===== src/rtl/oflow_registration_set_scheduler.sv =====
// ---------------------------------------------------------------------------
// oflow_registration_set_scheduler
//
// Runs the registration phase of one frame across the PE array. The frame's
// objects are split into sets of NUM_PE. For each set the block fires one
// start_registration pulse per active PE and one not_start_registration pulse
// per idle PE. It then waits for done_registration from every active PE, and
// a per-set watchdog aborts the frame if a PE never answers.
//
// Ports
//   clk                     clock
//   reset_N                 asynchronous active-low reset
//   start_frame             1-cycle pulse, begin a frame (only honoured in IDLE)
//   num_of_objects [OBJ_W]  object count, sampled with start_frame
//   done_registration [NUM_PE]  per-PE completion pulses
//   start_registration [NUM_PE]     per-PE start pulse for the active PEs of a set
//   not_start_registration [NUM_PE] per-PE pulse, same cycle, for the idle PEs
//   num_of_sets [SET_W]     ceil(num_of_objects/NUM_PE), held until next frame
//   set_idx [SET_W]         index of the set in progress (holds after DONE)
//   busy                    high while the frame is in progress
//   done_frame              1-cycle pulse when all sets finished or aborted
//   timeout_err             sticky watchdog flag, cleared by next accepted frame
// ---------------------------------------------------------------------------
module oflow_registration_set_scheduler #(
  parameter int NUM_PE  = 24,
  parameter int OBJ_W   = 7,
  parameter int SET_W   = 4,
  parameter int TIMEOUT = 1023,
  parameter int TO_W    = 10
) (
  input  logic              clk,
  input  logic              reset_N,
  input  logic              start_frame,
  input  logic [OBJ_W-1:0]  num_of_objects,
  input  logic [NUM_PE-1:0] done_registration,
  output logic [NUM_PE-1:0] start_registration,
  output logic [NUM_PE-1:0] not_start_registration,
  output logic [SET_W-1:0]  num_of_sets,
  output logic [SET_W-1:0]  set_idx,
  output logic              busy,
  output logic              done_frame,
  output logic              timeout_err
);

  typedef enum logic [2:0] {
    S_IDLE, S_CALC, S_LAUNCH, S_WAIT, S_NEXT, S_DONE
  } state_t;

  state_t            state_q, state_d;
  logic [OBJ_W-1:0]  obj_q, obj_d;
  logic [OBJ_W-1:0]  remaining_q, remaining_d;
  logic [SET_W-1:0]  set_idx_q, set_idx_d;
  logic [SET_W-1:0]  num_sets_q, num_sets_d;
  logic [NUM_PE-1:0] active_mask_q, active_mask_d;
  logic [NUM_PE-1:0] done_seen_q, done_seen_d;
  logic [TO_W-1:0]   wd_q, wd_d;
  logic              timeout_err_q, timeout_err_d;
  logic              busy_q, busy_d;
  logic              done_frame_q, done_frame_d;
  logic [NUM_PE-1:0] start_reg_q, start_reg_d;
  logic [NUM_PE-1:0] not_start_q, not_start_d;

  logic [NUM_PE-1:0] done_hit;
  logic              set_complete;
  logic              wd_expired;
  logic              last_set;
  logic [OBJ_W-1:0]  rem_after;
  logic [SET_W-1:0]  sets_calc;
  logic [OBJ_W-1:0]  launch_rem;
  logic [NUM_PE-1:0] launch_mask;

  // Done pulses from PEs outside the current set are masked off here.
  assign done_hit     = done_registration & active_mask_q;
  assign set_complete = ((done_seen_q | done_hit) == active_mask_q);
  assign wd_expired   = (wd_q == TO_W'(TIMEOUT));
  assign last_set     = (set_idx_q == (num_sets_q - SET_W'(1)));
  assign sets_calc    = SET_W'((32'(obj_q) + NUM_PE - 1) / NUM_PE);

  // Saturating subtract: the final set may be partial.
  assign rem_after = (32'(remaining_q) >= NUM_PE) ? OBJ_W'(32'(remaining_q) - NUM_PE)
                                                  : '0;

  // A LAUNCH is only entered from CALC (first set) or NEXT (later sets), so
  // the object count still to be launched is selected without going through
  // remaining_d, which keeps the mask logic free of block-level loops.
  assign launch_rem = (state_q == S_CALC) ? obj_q : rem_after;

  // Thermometer mask: PE gi is active when more than gi objects remain.
  for (genvar gi = 0; gi < NUM_PE; gi++) begin : g_mask
    assign launch_mask[gi] = (32'(launch_rem) > 32'(gi));
  end

  // State register
  always_ff @(posedge clk or negedge reset_N) begin
    if (!reset_N) begin
      state_q <= S_IDLE;
    end else begin
      state_q <= state_d;
    end
  end

  // Next-state logic
  always_comb begin
    state_d = state_q;
    case (state_q)
      S_IDLE:   if (start_frame) state_d = S_CALC;
      S_CALC:   state_d = (obj_q == '0) ? S_DONE : S_LAUNCH;
      S_LAUNCH: state_d = S_WAIT;
      S_WAIT: begin
        // Completion is tested first so it wins over a same-cycle expiry.
        if (set_complete)    state_d = S_NEXT;
        else if (wd_expired) state_d = S_DONE;
      end
      S_NEXT:   state_d = last_set ? S_DONE : S_LAUNCH;
      S_DONE:   state_d = S_IDLE;
      default:  state_d = S_IDLE;
    endcase
  end

  // Datapath and registered-output next values
  always_comb begin
    obj_d         = obj_q;
    remaining_d   = remaining_q;
    set_idx_d     = set_idx_q;
    num_sets_d    = num_sets_q;
    active_mask_d = active_mask_q;
    done_seen_d   = done_seen_q;
    wd_d          = wd_q;
    timeout_err_d = timeout_err_q;
    busy_d        = (state_d != S_IDLE);
    done_frame_d  = 1'b0;
    start_reg_d   = '0;
    not_start_d   = '0;

    case (state_q)
      S_IDLE: begin
        if (start_frame) begin
          obj_d         = num_of_objects;
          timeout_err_d = 1'b0;
        end
      end
      S_CALC: begin
        num_sets_d  = sets_calc;
        set_idx_d   = '0;
        remaining_d = obj_q;
      end
      S_WAIT: begin
        done_seen_d = done_seen_q | done_hit;
        if (!set_complete) begin
          if (wd_expired) timeout_err_d = 1'b1;
          else            wd_d = wd_q + TO_W'(1);
        end
      end
      S_NEXT: begin
        remaining_d = rem_after;
        if (!last_set) set_idx_d = set_idx_q + SET_W'(1);
      end
      default: ;
    endcase

    // Pulses are registered, so they are produced on entry to their state.
    if (state_d == S_LAUNCH) begin
      active_mask_d = launch_mask;
      start_reg_d   = launch_mask;
      not_start_d   = ~launch_mask;
      done_seen_d   = '0;
      wd_d          = '0;
    end
    if (state_d == S_DONE) done_frame_d = 1'b1;
  end

  // Datapath and output registers
  always_ff @(posedge clk or negedge reset_N) begin
    if (!reset_N) begin
      obj_q         <= '0;
      remaining_q   <= '0;
      set_idx_q     <= '0;
      num_sets_q    <= '0;
      active_mask_q <= '0;
      done_seen_q   <= '0;
      wd_q          <= '0;
      timeout_err_q <= 1'b0;
      busy_q        <= 1'b0;
      done_frame_q  <= 1'b0;
      start_reg_q   <= '0;
      not_start_q   <= '0;
    end else begin
      obj_q         <= obj_d;
      remaining_q   <= remaining_d;
      set_idx_q     <= set_idx_d;
      num_sets_q    <= num_sets_d;
      active_mask_q <= active_mask_d;
      done_seen_q   <= done_seen_d;
      wd_q          <= wd_d;
      timeout_err_q <= timeout_err_d;
      busy_q        <= busy_d;
      done_frame_q  <= done_frame_d;
      start_reg_q   <= start_reg_d;
      not_start_q   <= not_start_d;
    end
  end

  assign start_registration     = start_reg_q;
  assign not_start_registration = not_start_q;
  assign num_of_sets            = num_sets_q;
  assign set_idx                = set_idx_q;
  assign busy                   = busy_q;
  assign done_frame             = done_frame_q;
  assign timeout_err            = timeout_err_q;

endmodule


===== config.mk =====
export PLATFORM = sky130hd
export DESIGN_NAME = oflow_registration_set_scheduler
export DESIGN_NICKNAME = d
export VERILOG_FILES = /design/src/rtl/oflow_registration_set_scheduler.sv
export SDC_FILE = /design/constraint.sdc
export NUM_CORES = 1
export LEC_CHECK = 0
export ABC_CLOCK_PERIOD_IN_PS = 3870
export CAP_MARGIN = 10
export CELL_PAD_IN_SITES_DETAIL_PLACEMENT = 0
export CELL_PAD_IN_SITES_GLOBAL_PLACEMENT = 2
export CORE_MARGIN = 3
export CORE_UTILIZATION = 36
export CTS_BUF_LIST = sky130_fd_sc_hd__clkbuf_8
export CTS_CLUSTER_DIAMETER = 120
export DETAILED_ROUTE_END_ITERATION = 7
export PLACE_DENSITY = 0.8
export SETUP_SLACK_MARGIN = 0.02
export SYNTH_ARGS = -nofsm -noshare
export SYNTH_HDL_FRONTEND = slang
export SYNTH_SLANG_ARGS = --single-unit

===== constraint.sdc =====
create_clock -name clk -period 3.87 [get_ports clk]
set_input_delay 0.387 -clock clk [delete_from_list [all_inputs] [get_ports clk]]
set_output_delay 0.387 -clock clk [all_outputs]
set_load 0.02 [all_outputs]

## Word-level counts from Yosys, hierarchy flattened

Index checks and enable logic that the tools add are counted.

| word-level totals | value |
|---|---|
| bits in read-only memories | 0 |
| output and inout bits | 59 |
| memories | 0 |
| latch bits | 0 |
| bits in writable memories | 0 |
| bits of input ports | 34 |
| register bits | 134 |
| word-level logic and storage cells | 97 |

| operators by class | value |
|---|---|
| reduce and logical (&&, ||, !) cells | 10 |
| add/sub/neg operators | 6 |
| shift-type cells | 0 |
| bitwise gates (word level) | 3 |
| equal/unequal tests | 15 |
| $lt $le $gt $ge | 25 |
| mux-type cells | 24 |
| $mul | 0 |
| divide/modulo/power cells | 1 |

Operator list:

| kind | count |
|---|---|
| $mux W24 | 4 |
| $gt A7 B4 Y1 const B | 8 |
| $gt A7 B5 Y1 const B | 8 |
| $mux W10 | 4 |
| $div A32 B5 Y32 const B | 1 |
| $gt A7 B3 Y1 const B | 4 |
| $and A24 B24 Y24 | 1 |
| $eq A24 B24 Y1 | 1 |
| $not A24 Y24 | 1 |
| $or A24 B24 Y24 | 1 |
| $mux W3 | 5 |
| $pmux W3 S5 | 1 |
| $gt A7 B1 Y1 const B | 2 |
| $gt A7 B2 Y1 const B | 2 |
| $mux W7 | 2 |
| $pmux W7 S2 | 1 |
| $add A10 B1 Y10 const B | 1 |
| $eq A10 B10 Y1 const B | 1 |
| $eq A3 B2 Y1 const B | 3 |
| $sub A8 B1 Y9 const B | 1 |
| $add A7 B5 Y8 const B | 1 |
| $ne A2 B2 Y1 const B | 4 |
| $pmux W4 S2 | 1 |
| $ge A7 B5 Y1 const B | 1 |
| 17 further kinds | 25 |

## Depth between registers and ports, before layout

| depth | value |
|---|---|
| depth in word-level cells | 8 |
| depth in mapped cells | 14 |
| mapped depth without buffers | 13 |

## Worst setup path before layout

No wires, ideal clock.

| timing path | value |
|---|---|
| kind | register -> register |
| start | register obj_q[1] |
| end | register num_sets_q[0] (netlist: num_of_sets[0]) |
| setup time | 131 ps |
| period minus slack after synthesis | 2783 ps |
| data required time | 3739 ps |
| stages on the path, launching flop included | 14 |
| data arrival time | 2652 ps |
| path buffers | 1 |
| slack | 1087 ps |
| cell sequence | dfrtp_1 clkbuf_1 inv_1 ha_1 nand2b_1 a21o_1 nand2_1 xnor2_1 ha_1 nand2b_1 a311o_1 a32o_1 a21oi_1 o211ai_1 |

| between the ends | value |
|---|---|
| word-level cells in the longest chain between the ends | 3 |

Ends and longest elaborated chain:

| element | line | text |
|---|---|---|
| start, declared | 50 | `logic [OBJ_W-1:0] obj_q, obj_d;` |
| start signal, assigned | 188 | `obj_q <= obj_d;` |
| $add A7 B5 Y8 | 77 | `assign sets_calc = SET_W'((32'(obj_q) + NUM_PE - 1) / NUM_PE);` |
| $sub A8 B1 Y9 | 77 |  |
| $div A32 B5 Y32 | 77 |  |
| end signal, assigned | 191 | `num_sets_q <= num_sets_d;` |
| end, declared | 53 | `logic [SET_W-1:0] num_sets_q, num_sets_d;` |

No other way between the ends.
A chain may end at the register's enable or synchronous reset.

## Worst setup path after layout

Ends and elaborated chain as after synthesis.

==> impl_summary.txt <==
----------------------------------------------------
[STA]
  Post-Route Setup TNS ... 0 ns
  Relative slew slack ... 0.441
  Final clock skew ... about 0.0096 ns
  Final hold viol count ... 0
  F_max ... 331 MHz
  Hold Slack ... 0.476 ns
  Worst-margin pin slew ... 0.839 ns
  Period Utilization, post-route ... 0.782
  Setup-failing EPs final ... 0
  Min Clock Period, post-route ... a little over 3 ns
  Number of max-slew violations in the final report ... 0
  RSZ-0062 raised after global routing ... false

[Floorplan]
  Site Rows ... 48
  Chip height ... between 100 and 150 microns
  X dimension of the die ... 139 microns
  Boundary Pins ... between 90 and 100
  Starting Density ... 0.368
  Die Area ... 0.0193 sq mm
  Standard cell core area ... about 0.017 sq mm

[CTS]
  # resized after CTS ... 0
  TritonCTS clock tree ... yes
  Clock buffer count from CTS ... 17
  Maximum number of buffers from clock root to sink ... 2
  Worst skew pair latency ... 0.44 ns
  Root buffer selected by CTS ... clkbuf_8
  Post-CTS clock slew at the launch and capture registers of the worst setup and hold paths ... around 0.080 ns
  Depth of the CTS H-tree ... 4
  Number of clock sinks seen by CTS ... about 130

[Placement]
  Routability cong. ... 0.876
  Port Buffer Count ... about 90
  HPWL reported at the end of detailed placement ... 12300 microns

[Pwr]
  Total design power ... between 0.005 and 0.006 W
  Sw frac ... 0.391
  Net switching component of the power ... 0.00208 W
  Leakage power ... 3.29 nW
  Combinational share of power ... 0.364
  Cell-internal power ... 0.00324 W
  Total power per unit cell area ... between 600 and 700 mW/mm^2
  Peak ir drop on the vdd network ... about 0.00030 V
  Register share of total power ... 0.402
  Power share of the clock group ... 0.234

[Setup path]
  Critical path endpoint category ... flip-flop
  Critical path required time ... around 4.2 ns
  Crit path launch type ... flip-flop
  Critical Setup Path Class ... reg -> reg
  Length in cells of the worst reg-to-reg path ... 12
  Arrival time at the worst endpoint ... around 3.4 ns
  CP Max Fanout ... 9

[Global routing]
  Number of antenna violations at the first check in global routing ... 0
  Pin count of the biggest net entering global routing ... 93
  Number of global-route vias before repair ... 5180
  Global-route usage over all layers ... 0.184
  Gr ovfl total ... 0
  First-pass GRT wire length ... between 20000 and 30000 microns

[Cells and area]
  Share of cells above drive strength 1 ... 0.0837
  Total of fill cells in the finished design ... about 1700
  Antenna diode count ... 0
  Number of nets at the end of the flow ... just under 800
  Post-synthesis to final-layout area growth ... 24.1%
  Commonest non-fill, non-tap cell in the layout ... dfrtp_1
  Leading cell types in the layout, fill and taps excluded ... 134 x dfrtp_1, 91 x clkdlybuf4s50_1, 74 x nor2_1

[Synthesis]
  Post-synthesis sequential area ratio ... 0.526
  Ys flop type ... dfrtp_1
  Share of synthesized flip-flops with an asynchronous set or reset ... 1.00
  Synthesized net count ... 687
  Post-synthesis instance total ... ~650
  Post-synthesis register bit count ... between 100 and 150
  Unique cell type count in the Yosys netlist ... 70
  Per-instance average area after synthesis ... 9.85 sq um
  Post-synth EDFFs ... 0
  Synthesis warning total ... 0
  Syn Std Cell Area ... between 0.006 and 0.007 sq mm

[Route]
  Drt first pass iters ... 5
  Average routed wire per standard cell ... around 18 microns
  Detailed Route WL ... between 15000 and 20000 microns
  Count of routing violations after the opening detailed-route iteration ... between 300 and 400
  Antenna violation net count after detailed routing ... 0
  Via-per-instance ratio ... between 5 and 6
  DRC violation count after routing ... 0
  Vias post-DR ... just over 5000

[Min path]
  Min-delay worst type ... in -> async

[Run status]
  Result of the run ... completed

[Flow run]
  MaxCap Viol Count ... 0

----------------------------------------------------
## logic make-up (layout without fill, tap and decap cells)
logic type               Yosys count  after routing  share of synthesized area
AO/OA/AOI/OAI                    185            185                      0.193
multiplexers                       6              6                     0.0100
XOR/XNOR                          10             10                     0.0137
buffers and inverters             66            160                     0.0471
AND/OR/NAND/NOR                  240            240                      0.198
adder cells (fa/ha/maj)            6              6                     0.0118
flip-flops                       134            134                      0.526
## Yosys cell counts (2+ instances only)
master	n	area, sq um
a2111oi_0	5	43.8
nor4_1	5	31.3
o21ai_1	2	10.0
a31oi_1	33	206
nor3b_1	22	165
nor2_1	74	278
a2bb2oi_1	2	17.5
o32a_1	3	30.0
clkbuf_1	19	71.3
o21ai_0	27	135
a21o_1	7	52.6
o22ai_1	2	12.5
or3_1	9	56.3
or2_2	4	25.0
mux2i_1	3	30.0
xnor2_1	8	70.1
or4_1	3	22.5
o21a_1	2	15.0
a21oi_1	54	270
and3_1	4	25.0
or3b_1	2	17.5
a211o_1	2	17.5
nor2b_1	19	119
o22a_1	12	105
o31ai_1	5	37.5
ha_1	6	75.1
o211ai_1	5	37.5
nand3_1	18	90.1
nand2b_1	7	43.8
and2_1	6	37.5
a22o_1	3	26.3
a31o_4	2	35.0
and4_1	2	17.5
buf_2	15	75.1
xor2_1	2	17.5
buf_6	4	45.0
mux2_2	3	33.8
nand4_1	7	43.8
a32o_1	2	20.0
nand2_1	38	143
inv_1	25	93.8
nor3_1	10	50.1
a22oi_1	4	30.0
dfrtp_1	134	3350
## state kept, by name, summed over array words and instances (netlist names)
name / flops
set_idx: 4
not_start_registration: 24
timeout_err: 1
num_of_sets: 4
done_frame: 1
active_mask_q: 24
start_registration: 24
remaining_q: 7
busy: 1
done_seen_q: 24
state_q: 3
obj_q: 7
wd_q: 10
## final cells by class
type	count	area (sq um)	share of cell area
multi-input combinational	447	2730	0.345
timing repair buffer	103	1020	0.129
sequential	134	3350	0.424
clock buffer	22	303	0.0383
inverter	26	97.6	0.0123
clock inverter	9	124	0.0157
tap	225	282	0.0356
## worst paths after layout
| kind | start | end | slack, ns |
|---|---|---|---|
| setup / recovery | obj_q[1] | num_of_sets[0] | 0.85 |
| hold / removal | reset_N | start_registration[4] | 0.48 |
| min in group clk | num_of_objects[5] | obj_q[5] | 0.50 |
| setup reg to reg | obj_q[1] | num_of_sets[0] | 0.85 |
| hold reg to reg | done_seen_q[8] | done_seen_q[8] | 0.52 |
| max in group asynchronous | reset_N | not_start_registration[15] | 2.51 |
## stage by stage
stage | util | setup WS [ns] | cells | area (sq um)
after floorplan | - | 1.09 | 647 | 6370
after global placement | 0.432 | 0.981 | 934 | 7470
after detailed placement | 0.432 | 0.909 | 934 | 7470
after CTS | 0.457 | 0.889 | 966 | 7900
after global routing | 0.457 | 0.648 | 966 | 7900
final | 0.457 | 0.845 | 966 | 7900
## power groups by stage
stage | Clock [W] | Sequential [W] | Combinational [W]
after detailed placement | 0 | 0.00216 | 0.00194
final | 0.00125 | 0.00214 | 0.00193
after floorplan | 0 | 0.00202 | 0.00140
after global placement | 0 | 0.00214 | 0.00193
after CTS | 0.00128 | 0.00213 | 0.00195
after global routing | 0.00135 | 0.00219 | 0.00216
## routing by layer
metal	wire, microns	global-route usage
met1	8400	0.262
met4	260	0.0546
met2	8020	0.284
met3	771	0.0414
met5	0	0
## worst max-delay path, stage by stage, from the launching register on
cell      delay, ns
dfrtp_1        0.49
inv_1          0.13
ha_1           0.25
nand2b_1       0.14
a21o_1         0.28
nand2_1        0.15
xnor2_1        0.15
ha_1           0.30
nand2b_1       0.17
a311o_1        0.35
a32o_1         0.25
a21oi_1        0.13
o211ai_1       0.12
## repair_timing
item	4_1_cts	5_1_grt
buffers inserted	0	0
hold buffers	1	0
hold endpoints to repair	42	0
Note: power is estimated with default switching activity, not from simulation.
